===== src/rtl/pipe_ctrl_pkg.sv =====
// Shared constants and types for the pipeline sequencing controller.
// Latency: n/a (declarations only).
// Backpressure: n/a.
package pipe_ctrl_pkg;

    // Stall vector bit positions: [0]PC [1]IF/ID [2]ID/EX [3]EX/MEM [4]MEM/WB [5]reserved
    localparam logic [5:0] STALL_NONE = 6'b000000;
    localparam logic [5:0] STALL_ID   = 6'b000111;
    localparam logic [5:0] STALL_EX   = 6'b001111;

    localparam logic MC_KIND_MULT = 1'b0;
    localparam logic MC_KIND_DIV  = 1'b1;

    typedef enum logic [1:0] {
        ST_IDLE = 2'd0,
        ST_BUSY = 2'd1,
        ST_DONE = 2'd2
    } mc_state_e;

endpackage


===== src/rtl/pipe_ctrl_if.sv =====
// Hazard/multi-cycle request inputs and stall/flush/sequencing outputs of the controller.
// Latency: n/a (wiring only).
// Backpressure: n/a; stall_o is the pipeline-wide hold signal carried here.
interface pipe_ctrl_if #(
    parameter int CNT_W = 6
);
    logic             stallreq_id;
    logic             ex_mc_req;
    logic             ex_mc_kind;
    logic             ex_div_zero;
    logic             flush_req;
    logic [5:0]       stall_o;
    logic             flush_o;
    logic             ex_mc_busy;
    logic [CNT_W-1:0] ex_mc_step;
    logic             ex_mc_done;
    logic [31:0]      stall_cnt_o;

    // Pipeline side: raises hazards/requests, consumes stall/flush/sequencing
    modport master (
        output stallreq_id, ex_mc_req, ex_mc_kind, ex_div_zero, flush_req,
        input  stall_o, flush_o, ex_mc_busy, ex_mc_step, ex_mc_done, stall_cnt_o
    );

    // Controller side
    modport slave (
        input  stallreq_id, ex_mc_req, ex_mc_kind, ex_div_zero, flush_req,
        output stall_o, flush_o, ex_mc_busy, ex_mc_step, ex_mc_done, stall_cnt_o
    );
endinterface


===== src/rtl/pipe_stall_counter.sv =====
// 32-bit saturating event counter with enable and synchronous clear to a preset.
// Latency: count visible one cycle after the enabled cycle.
// Backpressure: none; holds at all-ones once reached.
module pipe_stall_counter #(
    parameter logic [31:0] CLR_VAL = 32'h0
) (
    input  logic        clk,
    input  logic        i_clr,
    input  logic        i_en,
    output logic [31:0] o_cnt
);
    logic [31:0] r_cnt;

    // Count enabled cycles, stop at the top value instead of wrapping
    always_ff @(posedge clk) begin
        if (i_clr) begin
            r_cnt <= CLR_VAL;
        end else if (i_en && (r_cnt != 32'hFFFF_FFFF)) begin
            r_cnt <= r_cnt + 32'd1;
        end
    end

    assign o_cnt = r_cnt;
endmodule


===== src/rtl/pipe_ctrl.sv =====
// Pipeline stall/flush generation and multi-cycle EX op sequencing (MULT/MADD/DIV).
// Latency: stall_o/flush_o combinational from inputs; a multi-cycle op occupies EX for N cycles.
// Backpressure: stall_o holds PC and upstream pipeline registers; flush overrides all stalls.
module pipe_ctrl
    import pipe_ctrl_pkg::*;
#(
    parameter int          MULT_CYCLES    = 4,
    parameter int          DIV_CYCLES     = 34,
    parameter int          CNT_W          = 6,
    parameter logic [31:0] STALL_CNT_INIT = 32'h0
) (
    input  logic      clk,
    input  logic      rst,
    pipe_ctrl_if.slave bus
);
    // Step value at which the op finishes; the DONE cycle is that step.
    localparam logic [CNT_W-1:0] MULT_LAST = CNT_W'(MULT_CYCLES - 1);
    localparam logic [CNT_W-1:0] DIV_LAST  = CNT_W'(DIV_CYCLES - 1);
    localparam logic [CNT_W-1:0] STEP_ONE  = CNT_W'(1);

    mc_state_e        r_state;
    logic [CNT_W-1:0] r_step;
    logic             r_kind;

    mc_state_e        w_state_nxt;
    logic [CNT_W-1:0] w_step_nxt;
    logic             w_kind_nxt;
    logic [CNT_W-1:0] w_req_last;
    logic [CNT_W-1:0] w_busy_last;
    logic [CNT_W-1:0] w_step_inc;

    logic [5:0]       w_stall;
    logic             w_flush;
    logic             w_busy;
    logic [CNT_W-1:0] w_step_out;
    logic             w_done;
    logic [31:0]      w_cnt;

    assign w_req_last  = (bus.ex_mc_kind == MC_KIND_DIV) ? DIV_LAST : MULT_LAST;
    assign w_busy_last = (r_kind == MC_KIND_DIV) ? DIV_LAST : MULT_LAST;
    assign w_step_inc  = r_step + STEP_ONE;

    // State register: FSM state, step counter and the kind latched at op entry
    always_ff @(posedge clk) begin
        if (rst) begin
            r_state <= ST_IDLE;
            r_step  <= '0;
            r_kind  <= MC_KIND_MULT;
        end else begin
            r_state <= w_state_nxt;
            r_step  <= w_step_nxt;
            r_kind  <= w_kind_nxt;
        end
    end

    // Next-state logic; flush aborts any in-flight op. The IDLE request cycle is
    // step 0, so BUSY walks steps 1..N-2 and the DONE cycle is step N-1.
    always_comb begin
        w_state_nxt = r_state;
        w_step_nxt  = r_step;
        w_kind_nxt  = r_kind;
        if (bus.flush_req) begin
            w_state_nxt = ST_IDLE;
            w_step_nxt  = '0;
        end else begin
            case (r_state)
                ST_IDLE: begin
                    if (bus.ex_mc_req) begin
                        w_kind_nxt = bus.ex_mc_kind;
                        if (((bus.ex_mc_kind == MC_KIND_DIV) && bus.ex_div_zero)
                            || (w_req_last == STEP_ONE)) begin
                            w_state_nxt = ST_DONE;
                            w_step_nxt  = '0;
                        end else begin
                            w_state_nxt = ST_BUSY;
                            w_step_nxt  = STEP_ONE;
                        end
                    end
                end
                ST_BUSY: begin
                    if (w_step_inc == w_busy_last) begin
                        w_state_nxt = ST_DONE;
                        w_step_nxt  = '0;
                    end else begin
                        w_step_nxt  = w_step_inc;
                    end
                end
                ST_DONE: begin
                    // A request seen here is the finishing instruction's own
                    w_state_nxt = ST_IDLE;
                    w_step_nxt  = '0;
                end
                default: begin
                    w_state_nxt = ST_IDLE;
                    w_step_nxt  = '0;
                end
            endcase
        end
    end

    // Output logic: flush > EX multi-cycle stall > ID load-use stall, all quiet in reset
    always_comb begin
        w_stall    = STALL_NONE;
        w_flush    = 1'b0;
        w_busy     = 1'b0;
        w_step_out = '0;
        w_done     = 1'b0;
        if (!rst) begin
            w_busy = (r_state == ST_BUSY);
            if (r_state == ST_BUSY) begin
                w_step_out = r_step;
            end
            if (bus.flush_req) begin
                w_flush = 1'b1;
            end else begin
                case (r_state)
                    ST_BUSY: w_stall = STALL_EX;
                    ST_IDLE: begin
                        if (bus.ex_mc_req) begin
                            w_stall = STALL_EX;
                        end else if (bus.stallreq_id) begin
                            w_stall = STALL_ID;
                        end
                    end
                    ST_DONE: begin
                        w_done = 1'b1;
                        if (bus.stallreq_id) begin
                            w_stall = STALL_ID;
                        end
                    end
                    default: w_stall = STALL_NONE;
                endcase
            end
        end
    end

    pipe_stall_counter #(
        .CLR_VAL (STALL_CNT_INIT)
    ) u_stall_cnt (
        .clk   (clk),
        .i_clr (rst),
        .i_en  (w_stall != STALL_NONE),
        .o_cnt (w_cnt)
    );

    assign bus.stall_o     = w_stall;
    assign bus.flush_o     = w_flush;
    assign bus.ex_mc_busy  = w_busy;
    assign bus.ex_mc_step  = w_step_out;
    assign bus.ex_mc_done  = w_done;
    assign bus.stall_cnt_o = w_cnt;
endmodule


===== src/flat_wrapper.sv =====
// flat-port wrapper written by rule: the top's interface ports become plain ports
module pipe_ctrl_flat import pipe_ctrl_pkg::*;
#(
    parameter int          MULT_CYCLES    = 4,
    parameter int          DIV_CYCLES     = 34,
    parameter int          CNT_W          = 6,
    parameter logic [31:0] STALL_CNT_INIT = 32'h0
)
  (clk, rst, bus_stallreq_id, bus_ex_mc_req, bus_ex_mc_kind, bus_ex_div_zero, bus_flush_req, bus_stall_o, bus_flush_o, bus_ex_mc_busy, bus_ex_mc_step, bus_ex_mc_done, bus_stall_cnt_o);
  pipe_ctrl_if #(.CNT_W(CNT_W)) bus_i ();
  input  logic clk;
  input  logic rst;
  input wire logic [$bits(bus_i.stallreq_id)-1:0] bus_stallreq_id;
  input wire logic [$bits(bus_i.ex_mc_req)-1:0] bus_ex_mc_req;
  input wire logic [$bits(bus_i.ex_mc_kind)-1:0] bus_ex_mc_kind;
  input wire logic [$bits(bus_i.ex_div_zero)-1:0] bus_ex_div_zero;
  input wire logic [$bits(bus_i.flush_req)-1:0] bus_flush_req;
  output wire logic [$bits(bus_i.stall_o)-1:0] bus_stall_o;
  output wire logic [$bits(bus_i.flush_o)-1:0] bus_flush_o;
  output wire logic [$bits(bus_i.ex_mc_busy)-1:0] bus_ex_mc_busy;
  output wire logic [$bits(bus_i.ex_mc_step)-1:0] bus_ex_mc_step;
  output wire logic [$bits(bus_i.ex_mc_done)-1:0] bus_ex_mc_done;
  output wire logic [$bits(bus_i.stall_cnt_o)-1:0] bus_stall_cnt_o;
  assign bus_i.stallreq_id = bus_stallreq_id;
  assign bus_i.ex_mc_req = bus_ex_mc_req;
  assign bus_i.ex_mc_kind = bus_ex_mc_kind;
  assign bus_i.ex_div_zero = bus_ex_div_zero;
  assign bus_i.flush_req = bus_flush_req;
  assign bus_stall_o = bus_i.stall_o;
  assign bus_flush_o = bus_i.flush_o;
  assign bus_ex_mc_busy = bus_i.ex_mc_busy;
  assign bus_ex_mc_step = bus_i.ex_mc_step;
  assign bus_ex_mc_done = bus_i.ex_mc_done;
  assign bus_stall_cnt_o = bus_i.stall_cnt_o;
  pipe_ctrl #(.MULT_CYCLES(MULT_CYCLES), .DIV_CYCLES(DIV_CYCLES), .CNT_W(CNT_W), .STALL_CNT_INIT(STALL_CNT_INIT)) u_core (.clk(clk), .rst(rst), .bus(bus_i));
endmodule

===== config.mk =====
export PLATFORM = sky130hd
export DESIGN_NAME = pipe_ctrl_flat
export DESIGN_NICKNAME = d
export VERILOG_FILES = /design/src/rtl/pipe_ctrl_pkg.sv /design/src/rtl/pipe_ctrl_if.sv /design/src/rtl/pipe_stall_counter.sv /design/src/rtl/pipe_ctrl.sv /design/src/flat_wrapper.sv
export SDC_FILE = /design/constraint.sdc
export NUM_CORES = 1
export LEC_CHECK = 0
export CAP_MARGIN = 5
export CORE_ASPECT_RATIO = 0.7
export CORE_MARGIN = 3
export CORE_UTILIZATION = 45
export DETAILED_ROUTE_END_ITERATION = 12
export GPL_TIMING_DRIVEN = 1
export PLACE_DENSITY_LB_ADDON = 0.2
export SYNTH_ARGS = -nofsm -noshare
export SYNTH_HDL_FRONTEND = slang
export SYNTH_HIERARCHICAL = 1
export SYNTH_SLANG_ARGS = --single-unit

===== constraint.sdc =====
create_clock -name clk -period 2.7 [get_ports clk]
set_clock_uncertainty 0.1 [all_clocks]
set_input_delay 0.405 -clock clk [delete_from_list [all_inputs] [get_ports clk]]
set_output_delay 0.405 -clock clk [all_outputs]
set_load 0.1 [all_outputs]

-- Word-level counts from Yosys, hierarchy flattened
Index checks and enable logic that the tools add are counted.
Widths: inputs -> output; s select.
- bits of input ports: 7
- output and inout port bits: 47
- register bits: 41
- word-level logic and storage cells: 45
- multiplexer cells: 23
- equality and inequality tests: 7
- add/subtract/negate cells: 2
- reductions and logical operators: 8
- bitwise operators: 1
- operator list (cell ; number):
    $mux 6 ; 9
    $add 32x1->32 const B ; 1
    $ne 32x32->1 const B ; 1
    $pmux 6 s3 ; 1
    $pmux 6 s2 ; 1
    $mux 1 ; 7
    $add 6x1->6 const B ; 1
    $eq 6x1->1 const B ; 1
    $eq 6x6->1 ; 1
    $mux 2 ; 3
    $reduce_bool 6->1 ; 1
    $pmux 2 s2 ; 1
    $mux 3 ; 1
    $reduce_and 3->1 ; 1
    $eq 2x1->1 const B ; 1
    $eq 2x2->1 const B ; 1
    $logic_and 1x1->1 ; 2
    $logic_not 2->1 ; 1
    $ne 2x1->1 const B ; 1
    $ne 2x2->1 const B ; 1
    $reduce_and 2->1 ; 1
    $reduce_or 2->1 ; 1
    $logic_or 1x1->1 ; 1
    $not 1->1 ; 1

-- Longest topological paths before layout
- word-level depth: 7
- gate-level depth with buffers: 8
- depth with buffers taken out: 7

-- Hierarchy
The synthesis kept the hierarchy.
- by module, submodules not included (module ; area an instance (µm²) ; cells an instance ; times used ; seq. area each (µm²)):
    pipe_stall_counter ; 1674.1 ; 199 ; 1 ; 640.6
    pipe_ctrl ; 706.9 ; 89 ; 1 ; 180.2

-- Worst setup path after synthesis
Ideal clock, no wire load.
- path type: input to output
- start: in rst
- end: out bus_ex_mc_done
- data arrival time: 2980 ps
- data required time: 2195 ps
- path buffers: 1
- cell stages on the path: 3
- setup slack: -785 ps
- cell sequence: or2_4 -> buf_6 -> nor3b_1
- word-level cells in the longest chain between the ends: 1
- RTL lines (what ; line ; source):
    start: declaration ; flat_wrapper.sv:12 ; input logic rst;
    $mux 1 ; pipe_ctrl.sv:108 ; if (!rst) begin
    end: declaration ; flat_wrapper.sv:22 ; output wire logic [$bits(bus_i.ex_mc_done)-1:0] bus_ex_mc_done;
Every way passes these cells.

-- Worst setup path after layout
- start: in bus_flush_req
- end: reg u_core.u_stall_cnt.r_cnt[31] (netlist: u_core/u_stall_cnt/o_cnt[31])
- word-level cells in the longest chain between the ends: 4
- RTL lines (what ; line ; source):
    start: declaration ; flat_wrapper.sv:17 ; input wire logic [$bits(bus_i.flush_req)-1:0] bus_flush_req;
    $mux 6 ; pipe_ctrl.sv:113 ; if (bus.flush_req) begin
    $mux 6 ; pipe_ctrl.sv:108 ;
    $reduce_bool 6->1 ; pipe_ctrl.sv:142 ; .i_en (w_stall != STALL_NONE),
    $logic_and 1x1->1 ; pipe_stall_counter.sv:18 ; end else if (i_en && (r_cnt != 32'hFFFF_FFFF)) begin
    end signal: assignment ; pipe_stall_counter.sv:19 ; r_cnt <= r_cnt + 32'd1;
    end: declaration ; pipe_stall_counter.sv:12 ; logic [31:0] r_cnt;
Every way passes these cells.
A chain may end at the register's enable or synchronous reset.

==> out/results.ini <==
[clock_network]
post_cts_buffers=0
cts_tree=yes
cts-root-buf=clkbuf_8
h-tree-depth=2
cts_buffers=5
cts.sinks=41
post_cts_resize_count=0
path_clk_slew_ns=0.08
ctsLongestPathBuffers=2
worstSkewPairLatency_ns=0.29
cts_hold_buf=0

[floorplan]
die_h_um=66.86
rows=21
core_region_area_sq_um=4940
die-area_sq_um=6214
io_pins=54
die_w_um=92.94
start_util_pct=48.20

[setup_path]
cp-end-kind=flip-flop
cpLargestDelayFamily=simple AND/OR/NAND/NOR gates
crit_required_ns=2.78
path_cells=clkdlybuf4s50_1, or2_4, a21oi_1, nand4_1, nor4_4, nand4_1, nor4_1, mux2_2
path_max_fanout=3
cp.arrival_ns=2.61
startpoint_type=input port
timing.critical_path.mode_cell=nand4_1
crit_type=in -> reg
cp_num_buf_inv=1
critical_path.slowest_cell=clkdlybuf4s50_1
slowest_delay_ns=0.45

[synth]
synth_xor_area_share_pct=2.943
synth_area_sq_um=2381
synth_ff_type=dfxtp_1
synth-adder-area-share_pct=1.051
syn_inst=288
async_flop_share_pct=0
postSynthAreaPerCell_sq_um=8.267
synth_top_family_by_area=simple AND/OR/NAND/NOR gates
synth_seq_cells=41
synth_mux_area_share_pct=1.366
synth-compound-area-share_pct=19.92
ys_warn_count=6
synth_simple_gate_area_share_pct=35.00
yosysSeqAreaShare_pct=34.47
yosys.cell_types.count=62
synth_edf_count=0

[cells_and_area]
fillers=436
antenna_cells=0
drive_above_1_share_pct=32.46
fin_nets=353
syn2layout_area_growth_pct=35.37

[global_routing]
grt_antenna_before_repair=0
grt_pass1_wl_um=10780
grt_remaining_overflow=0
grt_util_all_layers_pct=21.88
grt_pass1_vias=2143
grt_max_degree=41

[detailed_routing]
wl_per_cell_um=15.70
finalWirelength_um=6499
remaining_drc_errors=0
dr.pass1.iters=4
top_layer=met4
first_iter_violations=182
avgViaCountPerCell=5.976
wl_met3_um=571
vias=2474
antenna_left=0
wl_met1_um=3126
wl_met2_um=2725

[timing]
tns_ns=0
hold_viol=0
relSlewSlack_pct=56.60
fin_crit_sh_pct=93.67
fin_crit_ns=2.529
rsz0062_at_grt=no
slew_viol_final=0
tightest_slew_ns=0.6461
final-setup-viol-count=0
fmax_mhz=395.4
layout_setup_ws_ns=0.1710

[placed_design]
hpwl_um=4812
place_worst_setup_slack_ns=-0.1159
gp_congestion=0.8429
io_buffers=51

[power_and_ir_drop]
p_per_area_nw_per_um2=400.1
p_total_mw=1.290
ir_worst_vdd_uv=228.9
leakagePower_nw=1.164

[flow_run]
cap_viol_max_count=0

[outcome]
status=finished clean

[min_path]
hold_class=reg -> reg

area by class of cell:
type,instances,area (sq um),share of cell area [%]
Timing Repair Buffer,67,680.7,21.12
Inverter,3,11.26,0.3494
Sequential cell,41,849.6,26.36
Tap cell,69,86.33,2.679
Clock buffer,7,86.33,2.679
Multi-Input combinational cell,226,1479,45.89
Clock inverter,1,30.03,0.9317
where the power goes:
group	internal, mW	switching (mW)	total, mW
Sequential	0.609	0.00854	0.617
Combinational	0.0523	0.109	0.161
Clock	0.302	0.210	0.511
flip-flops by register name, summed over array words and instances (netlist names):
register and cells:
u_core/r_kind 1, u_core/r_state 2, u_core/r_step 6, u_core/u_stall_cnt/o_cnt 32
placed cells by master, fill, tap and decap left out, types with 3 or more instances in the layout:
cell             count
dfxtp_1             18
or4_1               12
buf_12              13
inv_1                3
nor2_1              21
nand2_1             15
nand4_1             10
nor4_1               5
dfxtp_2             23
o31ai_1             14
nand3_1             17
buf_4               48
and4_1               4
nor3b_1              3
clkbuf_8             6
nor3_1               4
and3_1               3
or3_1               12
nand2b_1             3
a21oi_1             28
xnor2_1              6
clkdlybuf4s50_1      6
nor2b_1              3
o21ai_0             10
and2_1               5
cell families after synthesis:
| family | Yosys count |
|---|---|
| xor+xnor | 8 |
| flops | 41 |
| fa+ha+maj | 2 |
| mux | 3 |
| buf+inv | 22 |
| compound gates | 72 |
| other cells | 1 |
| simple gates | 139 |
through the flow:
stage / util [%] / std cells / instance area [sq um] / hold WS, ns
3_3_place_gp: 62.89 / 406 / 3107 / 0.3681
2_1_floorplan: - / 289 / 2444 / 0.3741
6_report: 65.25 / 414 / 3223 / 0.3972
5_1_grt: 65.25 / 414 / 3223 / 0.4183
4_1_cts: 65.25 / 414 / 3223 / 0.3949
3_5_place_dp: 62.89 / 406 / 3107 / 0.3817
Yosys cell counts, drive strengths merged (5+ instances only):
cell type,instances,area (sq um)
xnor2,6,52.55
or3,14,93.84
nor4,7,50.05
nor2,22,82.58
and2,6,38.79
nor3,5,25.02
nand3,18,95.09
and4,6,55.05
dfxtp,41,820.8
a21oi,29,145.1
o31ai,14,105.1
or4,13,101.4
buf,10,75.07
nand4,10,62.56
clkbuf,9,35.03
nand2,15,56.30
o21ai,10,50.05
tightest hold or removal path, stage by stage, from the launching register on:
cell and delay (ns):
dfxtp_2 0.34, o31ai_1 0.06, a21oi_1 0.06
worst paths after layout:
| check | to | slack (ns) | from | cells past startpoint |
|---|---|---|---|---|
| hold / removal | u_core/u_stall_cnt/o_cnt[15]$_SDFFE_PP0P_ | 0.40 | u_core/u_stall_cnt/o_cnt[15]$_SDFFE_PP0P_ | 2 |
| setup / recovery | u_core/u_stall_cnt/o_cnt[31]$_SDFFE_PP0P_ | 0.17 | bus_flush_req | 8 |
| hold reg to reg | u_core/u_stall_cnt/o_cnt[15]$_SDFFE_PP0P_ | 0.40 | u_core/u_stall_cnt/o_cnt[15]$_SDFFE_PP0P_ | 2 |
| setup reg to reg | u_core/u_stall_cnt/o_cnt[15]$_SDFFE_PP0P_ | 0.21 | u_core/u_stall_cnt/o_cnt[13]$_SDFFE_PP0P_ | 6 |
per-layer routing:
layer / up-vias / track usage [%]
met5: - / 0
met2: 84 / 30.94
met3: 12 / 6.208
li1: 1210 / -
met4: 0 / 6.216
met1: 1168 / 31.98
No activity file was read; power rests on OpenSTA's default activity.
